`config.mk`:
```
export PLATFORM = sky130hd
export DESIGN_NAME = audio_hit_detector
export DESIGN_NICKNAME = d
export VERILOG_FILES = /design/src/rtl/audio_hit_detector.sv
export SDC_FILE = /design/constraint.sdc
export NUM_CORES = 1
export LEC_CHECK = 0
export BUFFER_PORTS_ARGS = -buffer_cell sky130_fd_sc_hd__buf_4
export CAP_MARGIN = 20
export CORE_ASPECT_RATIO = 1.4
export CORE_MARGIN = 8
export CORE_UTILIZATION = 45
export DETAILED_ROUTE_END_ITERATION = 7
export PLACE_DENSITY = 0.67
export SLEW_MARGIN = 20
export SYNTH_ARGS = -nofsm -noshare
export SYNTH_HDL_FRONTEND = slang
export SYNTH_SLANG_ARGS = --single-unit
```
`constraint.sdc`:
```
create_clock -name CLOCK_50 -period 3.6 [get_ports CLOCK_50]
set_input_delay 0.54 -clock CLOCK_50 [delete_from_list [all_inputs] [get_ports CLOCK_50]]
set_output_delay 0.54 -clock CLOCK_50 [all_outputs]
set_load 0.02 [all_outputs]
```
`src/rtl/audio_hit_detector.sv`:
```
// Envelope-follower hit detector: rectifies the left ADC channel, tracks a peak/decay envelope
// and emits one pulse per threshold crossing, with hysteresis and a minimum holdoff between hits.
module audio_hit_detector #(
  parameter logic [15:0] THRESH_ON      = 16'd8000,
  parameter logic [15:0] THRESH_OFF     = 16'd4000,
  parameter int unsigned HOLDOFF_CYCLES = 2500000,
  parameter int unsigned DECAY_SHIFT    = 4
) (
  input  logic        CLOCK_50,
  input  logic        reset,
  input  logic        enable,
  input  logic        clear_count,
  input  logic        audio_in_available,
  input  logic [31:0] left_channel_audio_in,
  input  logic [31:0] right_channel_audio_in,
  output logic        read_audio_in,
  output logic [15:0] level,
  output logic        hit,
  output logic [7:0]  hit_count,
  output logic        armed
);

  localparam int CNT_W = (HOLDOFF_CYCLES > 1) ? $clog2(HOLDOFF_CYCLES) : 1;
  localparam logic [CNT_W-1:0] HOLD_LOAD = CNT_W'(HOLDOFF_CYCLES - 1);

  localparam logic [1:0] ST_IDLE    = 2'd0;
  localparam logic [1:0] ST_ARMED   = 2'd1;
  localparam logic [1:0] ST_HOLDOFF = 2'd2;

  logic [1:0]       state_q, state_d;
  logic [15:0]      mag_q, mag_d;
  logic             v1_q, v1_d;
  logic [15:0]      env_q, env_d;
  logic [CNT_W-1:0] cnt_q, cnt_d;
  logic             hit_q, hit_d;
  logic [7:0]       count_q, count_d;

  logic        consume;
  logic [15:0] sample_hi;
  logic [15:0] sample_abs;
  logic [15:0] decay_raw;
  logic [15:0] decay_amt;
  logic        unused_bits;

  // Only the upper half of the left sample carries the audio we care about.
  assign unused_bits = ^{right_channel_audio_in, left_channel_audio_in[15:0]};

  assign consume       = audio_in_available & enable & ~reset;
  assign read_audio_in = consume;
  assign sample_hi     = left_channel_audio_in[31:16];

  // -32768 has no positive twin in 16 bits, so it clips to full scale.
  always_comb begin
    sample_abs = sample_hi;
    if (sample_hi == 16'h8000) begin
      sample_abs = 16'h7FFF;
    end else if (sample_hi[15]) begin
      sample_abs = (~sample_hi) + 16'd1;
    end
  end

  // Stage 1: rectified magnitude
  always_comb begin
    mag_d = mag_q;
    v1_d  = consume;
    if (!enable) begin
      mag_d = 16'd0;
      v1_d  = 1'b0;
    end else if (consume) begin
      mag_d = sample_abs;
    end
  end

  // Decay always moves by at least one LSB so small envelopes still reach zero.
  always_comb begin
    decay_raw = env_q >> DECAY_SHIFT;
    decay_amt = (decay_raw == 16'd0) ? 16'd1 : decay_raw;
  end

  // Stage 2: peak-hold with proportional decay, advancing only on valid samples
  always_comb begin
    env_d = env_q;
    if (!enable) begin
      env_d = 16'd0;
    end else if (v1_q) begin
      if (mag_q > env_q) begin
        env_d = mag_q;
      end else if (env_q != 16'd0) begin
        env_d = env_q - decay_amt;
      end
    end
  end

  always_comb begin
    state_d = state_q;
    cnt_d   = cnt_q;
    hit_d   = 1'b0;
    if (!enable) begin
      state_d = ST_IDLE;
      cnt_d   = '0;
    end else begin
      case (state_q)
        ST_IDLE: begin
          state_d = ST_ARMED;
        end
        ST_ARMED: begin
          if (env_q >= THRESH_ON) begin
            state_d = ST_HOLDOFF;
            hit_d   = 1'b1;
            cnt_d   = HOLD_LOAD;
          end
        end
        ST_HOLDOFF: begin
          // Re-arm needs both the time window elapsed and the envelope back below hysteresis.
          if (cnt_q != '0) begin
            cnt_d = cnt_q - 1'b1;
          end else if (env_q < THRESH_OFF) begin
            state_d = ST_ARMED;
          end
        end
        default: begin
          state_d = ST_IDLE;
          cnt_d   = '0;
        end
      endcase
    end
  end

  always_comb begin
    count_d = count_q;
    if (clear_count) begin
      count_d = hit_d ? 8'd1 : 8'd0;
    end else if (hit_d && (count_q != 8'hFF)) begin
      count_d = count_q + 8'd1;
    end
  end

  always_ff @(posedge CLOCK_50) begin
    if (reset) begin
      state_q <= ST_IDLE;
      mag_q   <= 16'd0;
      v1_q    <= 1'b0;
      env_q   <= 16'd0;
      cnt_q   <= '0;
      hit_q   <= 1'b0;
      count_q <= 8'd0;
    end else begin
      state_q <= state_d;
      mag_q   <= mag_d;
      v1_q    <= v1_d;
      env_q   <= env_d;
      cnt_q   <= cnt_d;
      hit_q   <= hit_d;
      count_q <= count_d;
    end
  end

  assign level     = env_q;
  assign hit       = hit_q;
  assign hit_count = count_q;
  assign armed     = (state_q == ST_ARMED);

endmodule

```
== After elaboration in Yosys (flattened, before gate mapping) ==
Index checks and enable logic that the tools add are counted.
Storage, ports and cells
  logic and storage cells: 57
  output and inout bits: 27
  flip-flop bits (word level): 66
Operators by class
  reductions and logical operators: 11
  $add $sub $neg: 4
  muxes and demuxes: 18
  eq/ne operators: 8
  magnitude comparators: 3
  bitwise gates (word level): 6
Operators by type and width (count)
  $pmux 22 s3: 1
  $mux 16: 4
  $mux 22: 2
  $reduce_bool 22->1: 1
  $sub 22x1->22 const B: 1
  $add 16x1->16 const B: 1
  $eq 16x16->1 const B: 1
  $ge 16x13->1 const B: 1
  $gt 16x16->1: 1
  $logic_not 16->1: 1
  $lt 16x12->1 const B: 1
  $mux 8: 2
  $not 16->16: 1
  $reduce_bool 16->1: 1
  $sub 16x12->16: 1
  $mux 12: 1
  $add 8x1->8 const B: 1
  $ne 8x8->1 const B: 1
  $mux 2: 3
  $ne 2x2->1 const B: 3
  $pmux 2 s3: 1
  $reduce_and 3->1: 2
  $mux 1: 4
  $reduce_bool 2->1: 2
  9 further kinds: 12

== Depth between registers and ports, before layout ==
Gate-level depths: netlist (run 1).
  word-level depth: 7
  depth in mapped cells: 14
  gate-level depth less buffers: 14

== Worst setup path after synthesis (run 1) ==
No wires, ideal clock.
  path type: register -> register
  start: reg env_q[12] (netlist: level[12])
  end: reg env_q[14] (netlist: level[14])
  library setup time: 0.095 ns
  path slack: 0.740 ns
  stages on the path, launching flop included: 14
  arrival: 2.765 ns
  path through: dfxtp_1 > or3_1 > nor2_1 > nand3_1 > nand2_1 > ha_1 > inv_1 > fa_1 > a211oi_1 > nor2_1 > o31ai_1 > a311o_1 > a32oi_1 > a221oi_1
On the way
  cells in the longest elaborated chain, start to end: 5
  elaborated cells between the ends (all ways): 9
  those cells by class: add/sub: 1; order compare: 1; mux: 3; reduce/logical: 4
Ends and longest elaborated chain
  start, declared: line 33  | logic [15:0] env_q, env_d;
  start signal, assigned: line 151  | env_q <= env_d;
  $logic_not 16->1: line 77  | decay_amt = (decay_raw == 16'd0) ? 16'd1 : decay_raw;
  $mux 12: line 77
  $sub 16x12->16: line 89  | env_d = env_q - decay_amt;
  $mux 16: line 88  | end else if (env_q != 16'd0) begin
  $mux 16: line 86  | if (mag_q > env_q) begin
Parallel ways exist; a longest one is shown, timed or not. The select of a mux whose other input is x is not followed.
A chain may end at the register's enable or synchronous reset.

== Final worst setup path (run 1) ==
Same ends and word-level chain as after synthesis.

==> impl_metrics.tcl, run 1 <==
set metrics [dict create \
    status "finished clean" \
    numCtsBuffers 9 \
    routed_wl_mm 11.8 \
    htreeDepth 3 \
    grt_max_degree 28 \
    synth_cell_types 55 \
    clkTransAtPathRegs_ns 0.06 \
    rows 42 \
    overflow 0 \
    via_per_inst 6.02 \
    die_area_um2 13200 \
    drv_slew 0 \
    cts_sinks 66 \
    via_count 4299 \
    diodes 0 \
    synth_top_family_by_area "compound AO/OA/AOI/OAI gates" \
    critPathMaxFanout 4 \
    clock_latency_ns 0.33 \
    synthAdderAreaFrac_pct 10.7 \
    path_cells "or3_1, nor2_1, nand3_1, nand2_1, ha_1, inv_1, fa_1, a211oi_1, nor2_1, o31ai_1, a311o_1, a32oi_1, a221oi_1" \
    fill_cells 884 \
    synthXorXnorAreaFrac_pct 6.79 \
    synth_ff_type "dfxtp_1" \
    worst-endpoint-required_ns 3.81 \
    syn-num-nets 664 \
    gp_congestion 0.869 \
    grtUsageTotal_pct 18.3 \
    r2r_slack_ns 0.31 \
    crit_top_cell "nor2_1" \
    antenna_found_initial 0 \
    max_slew.worst_pin.slew_ns 0.970 \
    remaining_drc_errors 0 \
    fin_ws_ns 0.309 \
    drt_pre_antenna_iters 5 \
    wl_per_cell_um 16.5 \
    ctsResizeCount 0 \
    netlist_area_um2 4380 \
    die_h_um 133 \
    rsz0062_at_grt "no" \
    p_leak_uw 0.00203 \
    core_area_um2 9460 \
    hold_buffers 0 \
    min-delay-path-class "in2reg" \
    powerDensity_nw_per_um2 486 \
    slew_headroom_pct 35.3 \
    fmax_ghz 0.304 \
    port_buffers 47 \
    cts_root_buf "clkbuf_16" \
    synth_compound_area_share_pct 23.4 \
    setup_violations 0 \
    slowest_delay_ns 0.42 \
    clockBufferDepth 2 \
    synthMuxAreaShare_pct 1.14 \
    setup.worst_path.end_class "flip-flop" \
    io_pins 96 \
    seqCellArea_um2 1320 \
    synth_edf_count 0 \
    ant_nets 0 \
    slowest_stage "or3_1" \
    grt_pass1_vias 4342 \
    drt_iter0_drc 262 \
    grt_pass1_wl_mm 19.9 \
    critPathKind "reg2reg" \
    tns_ns 0 \
    hold_viol 0 \
    hpwl_mm 8.88 \
    syn_inst 558 \
    synthArstFlopShare_pct 0 \
    finalClockSkew_ns 0.00494 \
    cts_tree "built" \
    fin_crit_ns 3.29 \
    synth_area_per_cell_um2 7.85 \
    areaGrowthSynthToFinish_pct 17.0 \
    yosysWarnings 0 \
    ys_ff_latch 66 \
    yosysSeqAreaShare_pct 30.1 \
    ir_drop_mv 0.260 \
    cts_setup_buffers 0 \
    postLayoutCoreUtil_pct 54.2 \
    fin_crit_sh_pct 91.4 \
    pre_cts_slack_ns 0.398 \
    die_w_um 99.4 \
    nNetsFinal 705 \
    cp-start-kind "flip-flop" \
    multi_input_area_um2 2830 \
    drive_above_1_share_pct 13.9 \
    arrival_ns 3.51 \
    synth-simple-area-share_pct 22.4 \
    cap_violations 0 \
    initial_core_util_pct 46.3 \
]
-- critical path: cells and delay by family, from the launching register on --
family | cells | cell delay [ns]
AOI/OAI and AO/OA | 5 | 1.29
buffers and inverters | 1 | 0.05
and+or+nand+nor | 5 | 0.94
adders and majority gates | 2 | 0.58
DFF | 1 | 0.31
-- Yosys cell counts (all sizes together) (6+ instances only) --
cell type / count / area, um2
a21oi: 51 / 255
dfxtp: 66 / 1320
o31ai: 6 / 45.0
xor2: 25 / 219
inv: 39 / 146
nand3: 22 / 115
a31oi: 16 / 100
or4: 6 / 46.3
nor2b: 7 / 43.8
nand2b: 7 / 43.8
a211oi: 6 / 45.0
o21ai: 50 / 265
nand2: 44 / 165
or3: 6 / 37.5
ha: 36 / 450
xnor2: 9 / 78.8
nor2: 46 / 175
nor3: 13 / 70.1
nand4: 9 / 62.6
nor4: 12 / 75.1
clkbuf: 17 / 63.8
-- cell usage in the layout, fill, tap and decap left out, drive strengths merged, types with 5 or more instances in the layout --
| cell | synthesis | routed |
|---|---|---|
| or3 | 6 | 6 |
| nor2b | 7 | 7 |
| nand2 | 44 | 44 |
| nor4 | 12 | 12 |
| xor2 | 25 | 25 |
| o31ai | 6 | 6 |
| nand3 | 22 | 22 |
| nor3 | 13 | 13 |
| ha | 36 | 36 |
| nand2b | 7 | 7 |
| nor2 | 46 | 46 |
| a21o | 5 | 5 |
| or4 | 6 | 6 |
| a211oi | 6 | 6 |
| buf | 5 | 52 |
| o21ai | 50 | 50 |
| a21oi | 51 | 51 |
| clkbuf | 17 | 11 |
| mux2i | 5 | 5 |
| xnor2 | 9 | 9 |
| a31oi | 16 | 16 |
| nand4 | 9 | 9 |
| and2 | 5 | 5 |
| inv | 39 | 39 |
| dfxtp | 66 | 66 |
-- cell families after synthesis --
logic type                 Yosys count
DFF                                 66
AOI/OAI and AO/OA                  167
buffers and inverters               61
and+or+nand+nor                    188
muxes                                5
xor gates and xnor gates            34
adders and majority gates           37
-- area by class of cell --
class | count | share of cell area [%]
timing repair buffer | 52 | 7.61
multi-input combinational | 431 | 55.1
inverter | 39 | 2.86
sequential | 66 | 25.8
clock buffer | 11 | 4.93
tap | 110 | 2.68
clock inverter | 5 | 1.02
-- through the flow --
stage	hold slack, ns	cell area, um2	std cells	power (uW)
6_report	0.396	5130	714	2490
4_1_cts	0.390	5130	714	2490
2_1_floorplan	0.458	4380	558	1410
3_5_place_dp	0.492	4820	698	1600
5_1_grt	0.406	5130	714	2630
3_3_place_gp	0.479	4820	698	1580
-- path summary, 6_finish.rpt --
path	depth (start not counted)	startpoint	endpoint
setup / recovery	13	level[12]	level[14]
hold / removal	2	reset	hit_count[0]
setup reg to reg	13	level[12]	level[14]
hold reg to reg	2	hit_count[1]	hit_count[1]
-- sequential cells by signal, indices dropped and copies added, names as in the netlist --
signal / flops
hit_count: 8
mag_q: 16
level: 16
state_q: 2
cnt_q: 22
v1_q: 1
hit: 1
-- metal layers --
layer  global-route usage (%)  wire, um
met4                     9.63       438
met2                     34.0      6290
met5                        0         0
met3                     3.15       498
met1                     18.7      4560
-- where the power goes --
part / switching, uW / total, uW / internal, uW / leakage [uW]
sequential: 34.6 / 791 / 756 / 0.000535
clock: 323 / 893 / 570 / 0.000151
combinational: 479 / 806 / 328 / 0.00135
Power figures use the tool's default switching activity.
==> run 2: changes to the inputs <==
- CORE_UTILIZATION: 45 -> 40
- PLACE_DENSITY: 0.67 -> 0.61
==> run 2 against run 1 <==
Net effect: maximum frequency is 1.2% higher; clock skew is 0.00067 ns lower; global-route usage is 1.9 points lower; sequential cell count stayed put; total power is 2.2% lower; utilization is 6.3 points lower; die area is 11% higher; via count is 4.0% lower; register-to-register slack better by 0.04 ns.
==> impl_metrics.tcl, run 2 (synthesized netlist as in run 1, its figures left out) <==
set metrics [dict create \
    die_area_um2 14600 \
    hold_buffers 0 \
    slowest_delay_ns 0.43 \
    swShare_pct 34.8 \
    worst-endpoint-required_ns 3.83 \
    holdPathEnd "hit_count[0]" \
    whs_path_depth 2 \
    overflow 0 \
    fin_crit_ns 3.25 \
    hpwl_mm 9.02 \
    clkTransAtPathRegs_ns 0.06 \
    r2r-start "level[13]" \
    r2r_slack_ns 0.35 \
    drt_pre_antenna_iters 4 \
    finalClockSkew_ns 0.00427 \
    max_slew.worst_pin.slew_ns 0.989 \
    gp_congestion 0.879 \
    routed_wl_mm 11.9 \
    min-delay-path-class "in2reg" \
    p_sw_uw 847 \
    via_per_inst 5.53 \
    areaGrowthSynthToFinish_pct 17.6 \
    nNetsFinal 706 \
    slew_headroom_pct 34.1 \
    cts_setup_buffers 0 \
    crit_buf_inv 1 \
    ir_drop_mv 0.272 \
    pwr-share-comb_pct 33.8 \
    antenna_found_initial 0 \
    via_count 4128 \
    clockBufferDepth 2 \
    top_register "cnt_q" \
    instances_no_fill 746 \
    reg2reg_depth 13 \
    grt_pass1_wl_mm 19.8 \
    r2r_end "level[14]" \
    largest_register_ff_count 22 \
    hold_path.startpoint "reset" \
    critPathKind "reg2reg" \
    cp-start-kind "flip-flop" \
    die_w_um 104 \
    die_h_um 140 \
    crit_family "compound AO/OA/AOI/OAI gates" \
    grt_max_degree 28 \
    fin_ws_ns 0.349 \
    final_cell_mix "dfxtp_1, buf_4, a21oi_1" \
    tns_ns 0 \
    critPathMaxFanout 6 \
    cts_sinks 66 \
    fill_cells 1054 \
    drv_slew 0 \
    p_clk_share_pct 33.8 \
    grtUsageTotal_pct 16.4 \
    cts_root_buf "clkbuf_16" \
    wl_per_cell_um 15.9 \
    dp.cells 730 \
    drt_iter0_drc 164 \
    postLayoutCoreUtil_pct 47.9 \
    grt_pass1_vias 4095 \
    pre_cts_slack_ns 0.379 \
    p_leak_uw 0.00203 \
    hold_viol 0 \
    remaining_drc_errors 0 \
    rsz0062_at_grt "no" \
    numCtsBuffers 9 \
    path_cells "or3_1, nor2_1, nand3_1, nand2_1, ha_1, inv_1, fa_1, a211oi_1, nor2_1, o31ai_1, a311o_1, a32oi_1, a221oi_1" \
    fmax_ghz 0.308 \
    diodes 0 \
    powerDensity_nw_per_um2 472 \
    arrival_ns 3.48 \
    io_pins 96 \
    cts_tree "built" \
    cap_violations 0 \
    ant_nets 0 \
    drive_above_1_share_pct 14.0 \
    rows 45 \
    final_common_cell "dfxtp_1" \
    setup.worst_path.end_class "flip-flop" \
    slowest_stage "fa_1" \
    port_buffers 47 \
    htreeDepth 3 \
    crit_top_cell "nor2_1" \
    initial_core_util_pct 40.8 \
    design_power_total_uw 2430 \
    core_area_um2 10800 \
    status "finished clean" \
    pwr-share-seq_pct 32.4 \
    fin_crit_sh_pct 90.3 \
    intPower_uw 1590 \
    ctsResizeCount 0 \
    clock_latency_ns 0.33 \
    setup_violations 0 \
]
[run 2: changes by cell type in the layout (fill, tap and decap cells not counted), sizes merged]
cell / before / now
bufinv: 1 / 0
clkbuf: 11 / 12
buf: 52 / 53
[run 2: power groups by stage]
stage               registers (uW)  clock network, uW  logic, uW
floorplan                      808                  0        605
global placement               804                  0        798
detailed placement             804                  0        812
CTS                            789                842        818
global route                   791                874        919
finish                         788                823        823
[run 2: per-stage QoR]
stage	hold WS, ns	instance area, um2
6_report	0.402	5150
5_1_grt	0.395	5150
4_1_cts	0.392	5150
3_5_place_dp	0.485	4870
3_3_place_gp	0.478	4870
2_1_floorplan	0.458	4380
[run 2: worst register-to-register path, cell delays in order (launching register included)]
cell and delay [ns]:
dfxtp_1 0.37, or3_1 0.41, nor2_1 0.14, nand3_1 0.13, nand2_1 0.10, ha_1 0.16, inv_1 0.05, fa_1 0.43
a211oi_1 0.22, nor2_1 0.11, o31ai_1 0.26, a311o_1 0.34, a32oi_1 0.14, a221oi_1 0.30
[run 2: area by class of cell]
| cell class | count | area [um2] | area share, % |
|---|---|---|---|
| clock inverter | 4 | 26.3 | 0.510 |
| inverter | 39 | 146 | 2.84 |
| clock buffer | 12 | 256 | 4.98 |
| sequential | 66 | 1320 | 25.6 |
| multi-input combinational | 431 | 2830 | 54.9 |
| timing repair buffer | 53 | 398 | 7.72 |
| tap | 141 | 176 | 3.42 |
[run 2: how the worst max path moves through the flow]
stage	start	to	cells after the start
6_report	level[13]	level[14]	13
5_1_grt	level[13]	level[14]	13
4_1_cts	level[13]	level[14]	13
3_5_place_dp	level[13]	level[14]	13
3_3_place_gp	level[13]	level[14]	13
2_1_floorplan	level[12]	level[14]	13
[run 2: layer usage]
metal | up-vias | wire [um] | global-route usage [%]
met1 | 1918 | 4950 | 17.5
met3 | 24 | 391 | 3.70
met4 | 0 | 270 | 7.42
met5 | - | 0 | 0
li1 | 2111 | - | -
met2 | 75 | 6240 | 29.8
